File: src/rtl/csel_mp_add_seq.sv
// rtl/csel_mp_add_seq.sv - multi-precision add/subtract sequencer driving a CHUNK-bit carry-select adder
// Walks WIDTH-bit operands LSB chunk first, chaining each chunk's carry-out into the next.
module csel_mp_add_seq #(
  parameter int WIDTH = 64,
  parameter int CHUNK = 16
) (
  input  logic             clk,
  input  logic             rst_n,
  input  logic             in_valid,
  output logic             in_ready,
  input  logic [WIDTH-1:0] in_a,
  input  logic [WIDTH-1:0] in_b,
  input  logic             in_cin,
  input  logic             in_sub,
  output logic [CHUNK-1:0] add_a,
  output logic [CHUNK-1:0] add_b,
  output logic             add_cin,
  input  logic [CHUNK-1:0] add_s,
  input  logic             add_cout,
  output logic             out_valid,
  input  logic             out_ready,
  output logic [WIDTH-1:0] out_sum,
  output logic             out_cout,
  output logic             out_ovf,
  output logic             out_zero
);

  localparam int N  = WIDTH / CHUNK;
  localparam int KW = (N > 1) ? $clog2(N) : 1;

  typedef enum logic [1:0] {IDLE, RUN, DONE} state_t;

  state_t           state;
  logic [WIDTH-1:0] opa, opb, sum_q;
  logic             cin0, carry_q;
  logic [KW-1:0]    k;
  logic [CHUNK-1:0] chunk_a, chunk_b;
  logic             run, done;

  // Constant-index mux keeps the slice select free of variable part-selects.
  always_comb begin
    chunk_a = '0;
    chunk_b = '0;
    for (int i = 0; i < N; i++) begin
      if (k == KW'(i)) begin
        chunk_a = opa[i*CHUNK +: CHUNK];
        chunk_b = opb[i*CHUNK +: CHUNK];
      end
    end
  end

  assign run     = (state == RUN);
  assign done    = (state == DONE);
  assign add_a   = run ? chunk_a : '0;
  assign add_b   = run ? chunk_b : '0;
  assign add_cin = run && ((k == '0) ? cin0 : carry_q);

  assign in_ready  = (state == IDLE);
  assign out_valid = done;
  assign out_sum   = done ? sum_q : '0;
  assign out_cout  = done && carry_q;
  // opb already holds ~b for subtract, so one overflow rule covers both operations.
  assign out_ovf   = done && (opa[WIDTH-1] == opb[WIDTH-1]) && (sum_q[WIDTH-1] != opa[WIDTH-1]);
  assign out_zero  = done && ~|sum_q;

  always_ff @(posedge clk or negedge rst_n) begin
    if (!rst_n) begin
      state   <= IDLE;
      opa     <= '0;
      opb     <= '0;
      sum_q   <= '0;
      cin0    <= 1'b0;
      carry_q <= 1'b0;
      k       <= '0;
    end else begin
      case (state)
        IDLE: begin
          if (in_valid) begin
            opa   <= in_a;
            opb   <= in_sub ? ~in_b : in_b;
            cin0  <= in_sub | in_cin;
            k     <= '0;
            state <= RUN;
          end
        end
        RUN: begin
          for (int i = 0; i < N; i++) begin
            if (k == KW'(i)) sum_q[i*CHUNK +: CHUNK] <= add_s;
          end
          carry_q <= add_cout;
          k       <= k + KW'(1);
          if (k == KW'(N - 1)) state <= DONE;
        end
        DONE: begin
          if (out_ready) state <= IDLE;
        end
        default: state <= IDLE;
      endcase
    end
  end

endmodule

File: config.mk
export PLATFORM = sky130hd
export DESIGN_NAME = csel_mp_add_seq
export DESIGN_NICKNAME = d
export VERILOG_FILES = /design/src/rtl/csel_mp_add_seq.sv
export SDC_FILE = /design/constraint.sdc
export NUM_CORES = 1
export LEC_CHECK = 0
export CELL_PAD_IN_SITES_DETAIL_PLACEMENT = 1
export CELL_PAD_IN_SITES_GLOBAL_PLACEMENT = 1
export CORE_AREA = 3 3 171 173
export DETAILED_ROUTE_END_ITERATION = 8
export DIE_AREA = 0 0 174 176
export GPL_ROUTABILITY_DRIVEN = 0
export GPL_TIMING_DRIVEN = 0
export MAX_ROUTING_LAYER = met4
export PLACE_DENSITY = 0.87
export SYNTH_ARGS = -nofsm -noshare
export SYNTH_HDL_FRONTEND = slang
export SYNTH_SLANG_ARGS = --single-unit
File: constraint.sdc
create_clock -name clk -period 3.76 [get_ports clk]
set_input_delay 1.128 -clock clk [delete_from_list [all_inputs] [get_ports clk]]
set_output_delay 1.128 -clock clk [all_outputs]
set_load 0.05 [all_outputs]
Word-level counts from Yosys, hierarchy flattened. Index checks and enable logic that the tools add are counted. Widths: inputs -> output; s select.

ROM bits: 0. Bits in registers: 198. Output and inout bits: 102. Bits in latches: 0. Memories kept: 0. Logic and storage cells: 59. RAM bits: 0. Input port bits: 151.

Multipliers: 0. Reductions and logical operators: 17. Magnitude comparators: 0. Eq/ne operators: 10. Divide/modulo/power cells: 0. Bitwise logic cells: 2. Add/subtract/negate cells: 1. Multiplexer cells: 19. Shift-type cells: 0.

Operator list (number): $mux 16 (10); $mux 64 (2); $not 64->64 (1); $reduce_or 64->1 (1); $reduce_and 2->1 (6); $mux 2 (4); $eq 2x2->1 const B (3); $pmux 2 s3 (1); $logic_and 1x1->1 (5); $eq 2x1->1 const B (2); $logic_not 2->1 (2); $ne 2x2->1 const B (2); $pmux 2 s2 (1); $reduce_and 3->1 (1); $add 2x1->2 const B (1); $ne 2x1->1 const B (1); $reduce_bool 2->1 (1); $eq 1x1->1 (1); $logic_not 1->1 (1); $mux 1 (1); $ne 1x1->1 (1); $or 1x1->1 (1).

Longest topological paths before layout. Gate-level depths: netlist of run 1.

Word-level depth: 6. Mapped depth: 7.

Worst setup path after synthesis of run 1. No wires, ideal clock.

Path type: register -> output. Start: register state[0]. End: output out_zero. Cell stages (with the launch flop): 5. Data required time: 2.632 ns. Data arrival time: 2.455 ns. Path slack: 0.177 ns. Buffers on the path: 0. Cells stage by stage: dfrtp_1 nand2b_1 nor3_1 nand4_1 nor4b_1.

Word-level cells in the longest chain between the ends: 2.

RTL lines: from (decl) (RTL line 33) `state_t state;`; from (signal assigned) (RTL line 68) `state <= IDLE;`; from (signal assigned) (RTL line 83) `state <= RUN;`; from (signal assigned) (RTL line 92) `if (k == KW'(N - 1)) state <= DONE;`; $eq 2x2->1 (RTL line 53) `assign done = (state == DONE);`; $logic_and 1x1->1 (RTL line 64) `assign out_zero = done && ~|sum_q;`; to (decl) (RTL line 25) `output logic out_zero`.

Every way passes these cells.

Final worst setup path of run 1.
Start: register k[0]. End: output add_b[0].

Word-level cells in the longest chain between the ends: 6. Elaborated cells on any way between the ends: 9. Those cells by class: 3 x eq/ne; 5 x mux; 1 x reduce/logical.

RTL lines: from (decl) (RTL line 36) `logic [KW-1:0] k;`; from (signal assigned) (RTL line 91) `k <= k + KW'(1);`; $logic_not 2->1 (RTL line 45) `if (k == KW'(i)) begin`; $mux 16 (3 in series) (RTL line 45); $mux 16 * (RTL line 45); $mux 16 * (RTL line 55) `assign add_b = run ? chunk_b : '0;`; to (decl) (RTL line 16) `output logic [CHUNK-1:0] add_b,`.

Mark *: on every way between the ends. The rest lies on a longest branch, timed or not.

==> results of run 1 <==
==> cell usage after synthesis (3+ instances only) <==
cell	number
clkbuf_1	30
o21ai_0	69
buf_2	32
o31ai_1	32
dfrtp_1	198
a221oi_1	31
ha_1	4
nor2b_1	31
nor2_1	7
nand2b_1	3
xnor2_1	64
mux2_4	20
buf_6	9
nor4_1	15
mux2_2	44
nand2_1	268
inv_1	3
nand3_1	34
nand4_1	3
and2_1	66
==> area by class of cell <==
cell class / count / area [µm²] / share of cell area, %
multi-input cells: 702 / 4370 / 33.2
well taps: 378 / 473 / 3.59
plain buffers: 71 / 395 / 3.00
inverters: 3 / 11.3 / 0.0854
clock buffers: 17 / 425 / 3.23
repair buffers: 253 / 2390 / 18.1
clock inverters: 15 / 156 / 1.19
flip-flops and latches: 198 / 4950 / 37.6
diodes: 1 / 2.50 / 0.0190
==> routing by layer <==
layer | vias to the layer above | wire, µm | part of all wire, %
met3 | 56 | 1840 | 5.4
met5 | - | 0 | 0
met4 | 0 | 801 | 2.3
met2 | 312 | 17400 | 51
li1 | 3808 | - | -
met1 | 4229 | 14300 | 42
==> cell families after synthesis <==
family	count (synthesis)	synth area share [%]
and+or+nand+nor	435	20.9
DFF	198	51.4
AOI/OAI and AO/OA	133	8.94
buffers and inverters	75	4.07
muxes	66	8.46
xor gates and xnor gates	64	5.81
adders and majority gates	4	0.519
==> placed cells by master, fill, tap and decap left out, drive strengths merged, types with 2 or more instances in the layout <==
cell / instances
clkbuf: 71
dlygate4sd2: 10
nor2: 7
clkdlybuf4s15: 11
buf: 72
o31ai: 32
dfrtp: 198
and2: 66
nor2b: 33
a221oi: 31
nand2b: 3
nand3: 34
clkdlybuf4s50: 160
xnor2: 64
ha: 4
inv: 12
dlymetal6s2s: 17
mux2: 64
nand2: 272
o21ai: 69
clkinv: 5
mux2i: 2
nand4: 3
nor4: 15
==> state kept, by name (all words and copies together) (netlist names) <==
register and flops:
opa 64, sum_q 64, state 2, cin0 1, opb 64, k 2
carry_q 1
==> worst paths after layout <==
kind,startpoint,to,depth (start not counted)
max,k[0],add_b[0],7
max in group asynchronous,rst_n,opb[62],3
min in group asynchronous,rst_n,sum_q[54],2
max reg2reg,state[1],opa[30],5
min reg2reg,opa[44],opa[44],2
min,opa[44],opa[44],2
==> critical path: stages (launching register included) <==
cell and delay [ns]:
dfrtp_1 0.44, ha_1 0.23, buf_2 0.21, nor2b_4 0.21, clkbuf_4 0.26, a221oi_1 0.10
o31ai_1 0.36, buf_4 0.27
==> repair_timing <==
action                                  CTS  global route
hold buffers                              0             0
pin swaps                                 0             2
setup buffers                             0             0
gates resized for setup                 266            83
endpoints found under the setup margin   73            73
==> power by group <==
part	internal, mW	switching [mW]
clock network	0.893	0.943
registers	3.18	0.802
logic	2.07	3.64
==> stage by stage <==
stage | hold slack [ns] | cell area, µm² | util, %
after floorplan | 0.437 | 9650 | -
after CTS | 0.488 | 13200 | 47.4
after detailed placement | 0.464 | 12700 | 45.7
after global routing | 0.504 | 13200 | 47.5
after global placement | 0.455 | 12600 | 45.5
final | 0.479 | 13200 | 47.5
==> metrics.csv, run 1 <==
stage,metric,value,unit
floorplanning,die_x,174,µm
sta,period_needed,3.65,ns
route,drt_wl_total,34.3,mm
synth,synthTopCellsByArea,"dfrtp_1, nand2_1, xnor2_1",
sta,finalSetupTns,0,ns
grt,grt_max_degree,123,
synth,synth.distinct_cells,29,
worst_setup_path,cp.required,2.63,ns
worst_setup_path,worstSetupPathType,flop to output pin,
route,ant_nets,0,
sta,fmaxAchievable,0.274,GHz
floorplanning,num_io_pins,253,
synth,yosysTopAreaCellShare,51.4,%
synth,avgSynthCellArea,9.90,µm²
worst_setup_path,worst-path-max-fanout,10,
cells_and_area,final_cells,1638,
synth,synth_flop_cell,dfrtp_1,
worst_setup_path,startpoint_type,flop,
cells_and_area,drive_gt1_share,17.4,%
clock_tree,path_clk_slew,0.08,ns
worst_setup_path,worstPathArrival,2.52,ns
grt,track_usage,23.0,%
floorplanning,initial_utilization,34.7,%
sta,worst_slew_pin_slew,0.652,ns
place,pre_cts_slack,-0.269,ns
route,drc_errors,0,
sta,finalClockSkew,0.0154,ns
route,drtIter0Drc,485,
power,total_power,11.5,mW
worst_setup_path,r2r_slack,1.76,ns
grt,overflow,0,
cells_and_area,nFillCells,3132,
flow_run,drv_cap,0,
run_status,status,finished clean,
worst_hold_path,hold_class,flop to flop,
floorplanning,die_area,30600,µm²
route,drt-pass1-iter-count,6,
synth,syn_inst,975,
clock_tree,clock-sinks,198,
route,wire_per_inst,20.9,µm
clock_tree,clockBufferDepth,2,
clock_tree,worstSkewPairLatency,0.44,ns
sta,timing.final.crit_share,97.1,%
grt,antenna_found_initial,1,
cells_and_area,areaGrowthSynthToFinish,36.6,%
power,peakVddDrop,0.432,mV
clock_tree,clockRootBuffer,clkbuf_16,
grt,met2_usage,40.1,%
clock_tree,cts_max_level,4,
synth,yosysWarnings,0,
power,leakage,6.22,nW
sta,relSlewSlack,56.5,%
synth,synth_seq_area_share,51.4,%
place,hpwlAfterDp,26.4,mm
synth,synth_edf_count,0,
sta,hold_violations,0,
synth,synth_seq_cells,198,
grt,grt_use_met3,4.19,%
floorplanning,fp-row-count,61,
grt,gr-usage-met1,27.4,%
clock_tree,cts_tree,built,
floorplanning,die_h,176,µm
sta,setup_viol_count_final,0,
sta,final_max_slew_viol_count,0,
synth,syn_area,9650,µm²
floorplanning,core,27800,µm²
route,num_vias,8405,
synth,async_reset_ff_share,100,%
synth,synth_area_leader_cell,dfrtp_1,
grt,grt_pass1_wl,53.5,mm
power,cellPowerDensity,875,nW/µm²
place,placedCellCount,1606,
cells_and_area,fin_nets,1401,
sta,setup_ws,0.109,ns
grt,grt_pass1_vias,9329,
synth,synth_fp_nets,1130,
place,placement.io_buffers,251,
sta,rsz0062_at_grt,no,
worst_setup_path,setup.worst_path.end_class,output pin,
route,via_per_inst,5.13,
clock_tree,numCtsBuffers,17,
grt,gr-max-usage-layer,met2,
Note: power is estimated with default switching activity, not from simulation.
==> inputs of run 2 (changes only) <==
--- a/config.mk
+++ b/config.mk
@@ -8,6 +8,7 @@
 export CELL_PAD_IN_SITES_DETAIL_PLACEMENT = 1
 export CELL_PAD_IN_SITES_GLOBAL_PLACEMENT = 1
 export CORE_AREA = 3 3 171 173
+export CTS_CLUSTER_DIAMETER = 120
 export DETAILED_ROUTE_END_ITERATION = 8
 export DIE_AREA = 0 0 174 176
 export GPL_ROUTABILITY_DRIVEN = 0
==> results of run 2 <==
Final layout, timing and power as in run 1 (identical DEF).
==> inputs of run 3 (changes only) <==
--- a/config.mk
+++ b/config.mk
@@ -11,10 +11,11 @@
 export CTS_CLUSTER_DIAMETER = 120
 export DETAILED_ROUTE_END_ITERATION = 8
 export DIE_AREA = 0 0 174 176
+export DONT_BUFFER_PORTS = 1
 export GPL_ROUTABILITY_DRIVEN = 0
 export GPL_TIMING_DRIVEN = 0
 export MAX_ROUTING_LAYER = met4
-export PLACE_DENSITY = 0.87
+export PLACE_DENSITY = 0.72
 export SYNTH_ARGS = -nofsm -noshare
 export SYNTH_HDL_FRONTEND = slang
 export SYNTH_SLANG_ARGS = --single-unit
==> run 3 against run 2 <==
Effect of this change:
- clock skew shrank 0.0012 ns
- core utilization fell by 7.1 points
- die area is the same
- first-iteration DRC count shrank 19%
- clock power rose by 6%
- design area shrank 15%
- critical path type unchanged
- critical endpoint is now add_a[12]
- largest power group unchanged
==> metrics.csv, run 3 (same netlist as run 1, synthesis figures left out) <==
stage,metric,value,unit
floorplanning,num_io_pins,253,
clock_tree,clockBufferDepth,2,
worst_setup_path,startpoint_type,flop,
worst_setup_path,worstSetupPathType,flop to output pin,
floorplanning,core,27800,µm²
sta,setup_viol_count_final,0,
power,total_power,11.4,mW
worst_setup_path,r2r_slack,1.21,ns
route,via_per_inst,5.23,
clock_tree,post_cts_buffers,0,
grt,overflow,0,
cells_and_area,fin_util,40.4,%
cells_and_area,fin_nets,1148,
worst_setup_path,cp.required,2.63,ns
grt,grt_max_degree,199,
clock_tree,worstSkewPairLatency,0.43,ns
clock_tree,clock-sinks,198,
clock_tree,path_clk_slew,0.08,ns
sta,timing.final.crit_share,96.6,%
sta,finalClockSkew,0.0142,ns
worst_setup_path,setup.worst_path.end_class,output pin,
route,drt_wl_total,31.5,mm
clock_tree,cts_max_level,4,
run_status,status,finished clean,
cells_and_area,biggestRegsByFlops,"opa x64, opb x64, sum_q x64",
grt,antenna_found_initial,1,
grt,grt_pass1_vias,7899,
sta,final_max_slew_viol_count,0,
sta,hold_violations,0,
place,hpwlAfterDp,23.5,mm
floorplanning,die_area,30600,µm²
route,drtIter0Drc,395,
cells_and_area,multi_input_area,4760,µm²
route,drt-pass1-iter-count,5,
route,num_vias,7247,
cells_and_area,drive_gt1_share,18.7,%
power,peakVddDrop,0.335,mV
floorplanning,die_h,176,µm
worst_setup_path,worst-path-max-fanout,10,
sta,worst_slew_pin_slew,1.13,ns
sta,hold_ws,0.386,ns
route,ant_nets,0,
sta,finalSetupTns,0,ns
floorplanning,die_x,174,µm
sta,rsz0062_at_grt,no,
cells_and_area,final_common_cell,nand2_1,
route,drc_errors,0,
clock_tree,cts_tree,built,
worst_setup_path,worstReg2RegStart,state[1],
worst_hold_path,hold_class,input port to asynchronous set/reset pin,
worst_setup_path,worstPathArrival,2.50,ns
floorplanning,initial_utilization,34.7,%
cells_and_area,mostFrequentLayoutCells,"nand2_1, dfrtp_1, o21ai_0",
grt,grt_pass1_wl,49.1,mm
clock_tree,clockRootBuffer,clkbuf_16,
power,cellPowerDensity,1020,nW/µm²
cells_and_area,seqCellArea,4950,µm²
worst_setup_path,ff2ff_path_depth,5,
cells_and_area,nFillCells,3136,
grt,track_usage,21.3,%
floorplanning,fp-row-count,61,
sta,relSlewSlack,24.3,%
place,placement.io_buffers,0,
sta,period_needed,3.63,ns
power,leakage,4.92,nW
cells_and_area,areaGrowthSynthToFinish,16.2,%
sta,fmaxAchievable,0.275,GHz
clock_tree,numCtsBuffers,17,
flow_run,drv_cap,0,
worst_setup_path,worstReg2RegEnd,opa[30],
route,wire_per_inst,22.7,µm
## run 3: final cells by class
type,count,share of cell area (%)
sequential,198,44.2
clock inverter,13,1.52
buffer,71,3.63
multi-input combinational,702,42.5
inverter,3,0.100
tap,378,4.22
clock buffer,19,3.86
antenna,1,0.0223
## run 3: where the power goes
group	total, mW	switching [mW]	internal [mW]
logic	5.55	3.76	1.80
registers	3.89	0.704	3.19
clock network	1.95	0.887	1.06
## run 3: worst max-delay path: stages, from the launching register on
cell and delay, ns:
dfrtp_1 0.43, ha_1 0.21, clkbuf_1 0.24, nand2b_4 0.29, buf_4 0.27, o31ai_4 0.63
## run 3: what timing repair did
action	in CTS	in global routing
hold buffers	0	0
pin swaps	20	6
setup endpoints to repair	33	39
gates resized for setup	48	12
## run 3: how the worst max path moves through the flow
stage                     slack, ns  cells after the start     start           to
after floorplan                0.18                      4  state[0]     out_zero
after global placement        -0.47                      6      k[0]    add_b[13]
after detailed placement       0.04                      6      k[0]    add_a[15]
after CTS                    -0.002                      6      k[0]    add_a[11]
after global routing          0.002                      5  state[0]  out_sum[41]
final                          0.13                      5      k[0]    add_a[12]
## run 3: metrics by stage
step           worst slack (ns)  cell area, µm²  std cells
2_1_floorplan             0.177            9650        975
3_3_place_gp             -0.469           10100       1353
3_5_place_dp             0.0393           10300       1353
4_1_cts                -0.00181           11200       1384
5_1_grt                 0.00214           11200       1385
6_report                  0.129           11200       1385
## run 3: per-layer routing
layer / vias to the layer above / global-route usage [%] / wire length (µm)
met1: 3693 / 26.8 / 13500
met4: 0 / 5.23 / 498
met3: 31 / 4.97 / 1930
met2: 217 / 35.2 / 15600
met5: - / - / 0
li1: 3306 / - / -
